### src/rtl/fifo.sv
// Synchronous single-clock FIFO with registered read data.
// Reads and writes are qualified by the pre-edge empty/full flags, so a same-cycle read never frees room for a write.
module fifo #(
    parameter int DEPTH = 4,
    parameter int WIDTH = 8
) (
    input  logic             clk,
    input  logic             rst,
    input  logic             write_en,
    input  logic [WIDTH-1:0] data_in,
    input  logic             read_en,
    output logic [WIDTH-1:0] data_out,
    output logic             empty,
    output logic             full
);

    localparam int AW = $clog2(DEPTH);
    localparam logic [AW:0] FULL_COUNT = (AW+1)'(DEPTH);

    logic [WIDTH-1:0] mem [DEPTH];
    logic [AW-1:0]    wr_ptr;
    logic [AW-1:0]    rd_ptr;
    logic [AW:0]      count;
    logic             do_write;
    logic             do_read;

    assign do_write = write_en && !full;
    assign do_read  = read_en && !empty;

    assign empty = (count == '0);
    assign full  = (count == FULL_COUNT);

    // Storage is deliberately left uncleared on reset; zeroed pointers and count make stale words unreachable.
    always_ff @(posedge clk) begin
        if (!rst && do_write) begin
            mem[wr_ptr] <= data_in;
        end
    end

    always_ff @(posedge clk) begin
        if (rst) begin
            wr_ptr   <= '0;
            rd_ptr   <= '0;
            count    <= '0;
            data_out <= '0;
        end else begin
            if (do_write) begin
                wr_ptr <= wr_ptr + AW'(1);
            end
            if (do_read) begin
                rd_ptr   <= rd_ptr + AW'(1);
                data_out <= mem[rd_ptr];
            end
            case ({do_write, do_read})
                2'b10:   count <= count + (AW+1)'(1);
                2'b01:   count <= count - (AW+1)'(1);
                default: count <= count;
            endcase
        end
    end

endmodule

### config.mk
export PLATFORM = sky130hd
export DESIGN_NAME = fifo
export DESIGN_NICKNAME = d
export VERILOG_FILES = /design/src/rtl/fifo.sv
export SDC_FILE = /design/constraint.sdc
export NUM_CORES = 1
export LEC_CHECK = 0
export BUFFER_PORTS_ARGS = -buffer_cell sky130_fd_sc_hd__buf_2
export CAP_MARGIN = 15
export CORE_ASPECT_RATIO = 1.1
export CORE_UTILIZATION = 60
export CTS_BUF_LIST = sky130_fd_sc_hd__clkbuf_2 sky130_fd_sc_hd__clkbuf_4 sky130_fd_sc_hd__clkbuf_8
export DETAILED_ROUTE_END_ITERATION = 16
export GPL_TIMING_DRIVEN = 0
export HOLD_SLACK_MARGIN = 0.02
export PLACE_DENSITY_LB_ADDON = 0.25
export SLEW_MARGIN = 5
export SYNTH_ARGS = -nofsm -noshare
export SYNTH_HDL_FRONTEND = slang
export SYNTH_SLANG_ARGS = --single-unit
### constraint.sdc
create_clock -name clk -period 6.2 [get_ports clk]
set_clock_uncertainty 0.05 [all_clocks]
set_input_delay 0.31 -clock clk [delete_from_list [all_inputs] [get_ports clk]]
set_output_delay 0.31 -clock clk [all_outputs]
set_load 0.005 [all_outputs]
==> results of run 1 <==
-- metal layers --
| layer | global-route usage [%] | share of wire (%) |
|---|---|---|
| met1 | 24.5 | 43 |
| met2 | 34.8 | 53 |
| met3 | 4.48 | 2.8 |
| met4 | 12.9 | 1.6 |
| met5 | 0 | 0 |
-- layout make-up --
type / instances / area, um2
Multi-Input combinational cell: 67 / 551
Fill cell: 194 / 774
Sequential cell: 47 / 1260
Timing Repair Buffer: 20 / 100
Inverter: 9 / 41.3
Tap cell: 33 / 41.3
Buffer: 5 / 32.5
Clock buffer: 5 / 37.5
Clock inverter: 3 / 38.8
-- synthesized netlist by cell type, drive strengths merged --
| library cell | count | area (um2) |
|---|---|---|
| or3b | 1 | 11.3 |
| o21ai | 4 | 23.8 |
| a21oi | 13 | 72.6 |
| buf | 5 | 32.5 |
| o31ai | 1 | 12.5 |
| xor2 | 2 | 17.5 |
| mux4 | 8 | 180 |
| nor3 | 2 | 15.0 |
| dfxtp | 15 | 300 |
| xnor2 | 1 | 8.76 |
| and2 | 4 | 25.0 |
| nor2 | 4 | 15.0 |
| clkinv | 1 | 8.76 |
| fa | 1 | 20.0 |
| nand3 | 2 | 10.0 |
| nand2 | 17 | 63.8 |
| ha | 5 | 62.6 |
| inv | 8 | 32.5 |
| or3 | 2 | 12.5 |
| edfxtp | 32 | 961 |
-- logic make-up after synthesis --
logic type                 after synthesis  share of synthesized area [%]
buffers and inverters                   14                           3.92
xor gates and xnor gates                 3                           1.39
DFF                                     47                           66.9
adders and majority gates                6                           4.38
and+or+nand+nor                         32                           8.09
muxes                                    8                           9.56
AOI/OAI and AO/OA                       18                           5.77
-- per-stage QoR --
step           utilization [%]  hold WS (ns)
2_1_floorplan                -         0.359
3_3_place_gp              70.4         0.391
3_5_place_dp              70.4         0.400
4_1_cts                   73.1        0.0967
5_1_grt                   73.1        0.0958
6_report                  73.1         0.111
-- final timing paths --
kind / start / endpoint / slack, ns
worst min-delay path: data_in[5] / mem[0][5]$_DFFE_PP_ / 0.11
worst max-delay path: count[2]$_SDFFE_PP0P_ / count[2]$_SDFFE_PP0P_ / 3.89
worst max register to register: count[2]$_SDFFE_PP0P_ / count[2]$_SDFFE_PP0P_ / 3.89
worst min register to register: data_out[1]$_SDFFE_PP0P_ / data_out[1]$_SDFFE_PP0P_ / 0.41
-- registers in the layout (all words and copies together), names as in the netlist --
register / cells
rd_ptr: 2
wr_ptr: 2
mem: 32
data_out: 8
count: 3
-- power breakdown --
group	total [uW]	switching, uW	internal, uW
Combinational	222	115	107
Clock	177	94.1	83.1
Sequential	395	23.1	372
==> impl_metrics.ini, run 1 <==
[outcome]
status = finished clean

[job]
drv_cap = 0

[clock_tree]
clock-sinks = 47
postCtsResizedCells = 0
clk_pin_slew_worst_paths_ns = 0.13
cts_tree = yes
post-cts-setup-buffers = 0
clk_latency_ns = 0.36
clock_tree.buffer_depth = 2
cts-root-buf = clkbuf_4
cts_hold_buf = 0
cts_buffers = 5
cts.htree.levels = 2

[power_and_ir_drop]
p_leak_uw = 0.000763
finalPower_uw = 795
cellPowerDensity_mw_per_mm2 = 378
ir_drop_mv = 0.319

[detailed_routing]
dr.pass1.iters = 4
wl_per_cell_um = 15.7
ant_nets = 0
routed_via_density = 5.65
routed_wl_um = 2970
vias = 1067
initialDrtViolationCount = 72
drc = 0

[timing]
slew_headroom_pct = 67.1
period_needed_ns = 2.31
period_share_pct = 37.3
setup_tns_ns = 0
setup_viol = 0
finalMaxSlewViolations = 0
rsz0062_at_grt = false
fmax_mhz = 433
finalHoldViolations = 0
finalWorstSetupSlack_ns = 3.89
tightestPinTransition_ns = 0.494

[cells_and_area]
final_cells = 189
final_common_cell = edfxtp_1
final_cell_mix = 32 x edfxtp_1, 22 x buf_2, 17 x nand2_1
synthToLayoutAreaGrowth_pct = 11.5
nets = 173
num_antenna_cells = 0
drive_above_1_share_pct = 30.8
finalInstanceArea_mm2 = 0.00210

[logic_synthesis]
syn_nets = 146
ys_types = 29
ys_seq_area_share_pct = 66.9
synth_seq_cells = 47
syn_area_mm2 = 0.00189
avgSynthCellArea_um2 = 14.7
yosysWarnings = 0
postSynthCellCount = 128

[placement]
dpl_cell_area_mm2 = 0.00203
dpl_worst_slack_ns = 3.92
dp.cells = 181
io_buffers = 20
gp_routability_congestion = 0.692
dpl.hpwl_um = 2090

[global_route]
gr-total-overflow = 0
grt_pass1_wl_um = 4870
antenna_found_initial = 0
grt_start_max_net_pins = 15
grt_use_total_pct = 20.5
grt_pass1_vias = 1057

[critical_path]
end_kind = flop
cp_slowest_stage_delay_ns = 0.44
arrival_ns = 2.56
worstPathMaxFanout = 5
worst-path-stages = 8
critPathBufInv = 1
critPathKind = reg -> reg
cp_cell_sequence = or3b_4, nand2_1, ha_1, inv_1, fa_1, xor2_1, or3_1, a21oi_1
crit_family = simple AND/OR/NAND/NOR gates
cp_slowest_cell = or3b_4
critPathLaunchType = flop
r2r_cells = 8
required_ns = 6.45

[die]
dieArea_mm2 = 0.00337
io_pins = 22
dieWidth_um = 55.5
fp.dieH_um = 60.8
rows = 20
start_util_pct = 65.5
core_area_mm2 = 0.00288

[hold_path]
hold_path.class = in -> reg
hold_depth = 1
(Power assumes the default switching activity.)
==> run 2: changes to the inputs <==
- CORE_UTILIZATION: 60 -> 59
- clock period: 6.2 -> 2.4 ns (I/O delays scaled with it)
==> run 2 against run 1 <==
Die area is 1.6% higher. Core utilization is 1.4 points lower. Routed wire length is 0.54% lower. Via count is 1.0% higher. Combinational power grew to 2.6 times the previous value. Worst hold slack worse by 0.034 ns. Flip-flop and latch count stayed put. First-iteration DRC count is 38% lower. Non-clock buffer count is 11 higher. Final cell count is 5.8% higher. Critical path depth stayed put. Design area is 3.9% higher. Largest cell class unchanged.
==> impl_metrics.ini, run 2 (synthesis results as in run 1) <==
[cells_and_area]
fillCellCount = 207
nets = 184
synthToLayoutAreaGrowth_pct = 15.9
final_common_cell = edfxtp_1
num_antenna_cells = 0
final_cell_mix = 32 x edfxtp_1, 22 x buf_2, 17 x nand2_1
top_regs = mem: 32 flops, data_out: 8 flops, count: 3 flops
drive_above_1_share_pct = 28.9
largest_register = mem
largest_register_ffs = 32

[global_route]
grt_start_max_net_pins = 14
grt_use_total_pct = 19.8
gr-total-overflow = 0
grt_pass1_vias = 1052
grt_pass1_wl_um = 4820
antenna_found_initial = 0

[detailed_routing]
ant_nets = 0
dr.pass1.iters = 4
drc = 0
wl_per_cell_um = 14.8
vias = 1078
initialDrtViolationCount = 45
routed_via_density = 5.39
routed_wl_um = 2950

[timing]
tightestPinTransition_ns = 0.474
period_share_pct = 93.5
period_needed_ns = 2.24
setup_viol = 0
rsz0062_at_grt = false
fmax_mhz = 445
timing.hold.ws_ns = 0.0771
setup_tns_ns = 0
slew_headroom_pct = 68.4
finalHoldViolations = 0
finalMaxSlewViolations = 0

[die]
dieWidth_um = 55.9
core_area_mm2 = 0.00305
rows = 21
dieArea_mm2 = 0.00343
start_util_pct = 61.9
io_pins = 22
fp.dieH_um = 61.3

[power_and_ir_drop]
ir_drop_mv = 0.826
p_leak_uw = 0.000798
cellPowerDensity_mw_per_mm2 = 883

[critical_path]
worstPathMaxFanout = 5
cp_cell_sequence = or3b_4, nand2_1, ha_1, inv_1, fa_1, xor2_1, or3_1, a21oi_1
cp_slowest_stage_delay_ns = 0.45
end_kind = flop
critPathBufInv = 1
critPathKind = reg -> reg
crit_family = simple AND/OR/NAND/NOR gates
arrival_ns = 2.48
cp_slowest_cell = or3b_4
required_ns = 2.63
critPathLaunchType = flop

[clock_tree]
clock_tree.buffer_depth = 2
clk_latency_ns = 0.34
cts.htree.levels = 2
clk_pin_slew_worst_paths_ns = 0.12
cts_tree = yes
cts-root-buf = clkbuf_4
cts_buffers = 5
clock-sinks = 47

[placement]
dpl.hpwl_um = 2040
io_buffers = 20
gp_routability_congestion = 0.851

[hold_path]
hold_path.class = in -> reg

[job]
drv_cap = 0

[outcome]
status = finished clean
==> run 2: changes by cell type in the layout (fill, tap and decap cells not counted), sizes merged <==
cell,before,now
dlygate4sd3,0,11
bufinv,1,0
==> run 2: worst min-delay path, stage by stage <==
cell and delay (ns):
buf_2 0.10, o31ai_2 0.05, or3_1 0.10, a21oi_1 0.06
==> run 2: final timing paths <==
path | from | end | slack (ns) | depth (start not counted)
hold / removal | read_en | rd_ptr[1]$_SDFFE_PP0P_ | 0.08 | 4
setup / recovery | count[0]$_SDFFE_PP0P_ | count[2]$_SDFFE_PP0P_ | 0.16 | 8
setup reg to reg | count[0]$_SDFFE_PP0P_ | count[2]$_SDFFE_PP0P_ | 0.16 | 8
hold reg to reg | data_out[5]$_SDFFE_PP0P_ | data_out[5]$_SDFFE_PP0P_ | 0.42 | 2
==> run 2: area by class of cell <==
class                   count  area [um2]  area share (%)
well taps                  34        42.5            1.95
flip-flops and latches     47        1260            57.8
plain buffers               5        32.5            1.49
clock buffers               5        37.5            1.72
repair buffers             31         210            9.62
multi-input cells          67         551            25.2
clock inverters             2        8.76           0.401
inverters                   9        41.3            1.89
==> run 2: layer usage <==
layer / part of all wire, % / GRT usage (%) / wire length (um)
met1: 43 / 23.6 / 1280
met2: 51 / 34.9 / 1500
met3: 3.9 / 4.62 / 116
met4: 1.9 / 9.76 / 55
met5: 0 / 0 / 0
==> run 2: power by group <==
part           switching, uW  internal [uW]  total [uW]
combinational            296            286         582
clock                    222            104         326
sequential              60.3            963        1020
total                    578           1350        1930
==> run 2: timing repair <==
item / CTS / global route
endpoints found under the hold margin: 37 / 1
hold buffers: 10 / 1
buffers inserted: 0 / 0
setup endpoints to repair: 0 / 1
resized for setup: 0 / 1
==> run 2: through the flow <==
stage                     worst slack [ns]  power (uW)  util (%)  cell area [um2]  cells
after floorplan                      0.275        1460         -             1890    128
after global placement               0.214        1590      66.5             2030    182
after detailed placement             0.138        1620      66.5             2030    182
after CTS                            0.104        1950      71.3             2170    199
after global routing                0.0317        2060      71.7             2190    200
final                                0.155        1930      71.7             2190    200
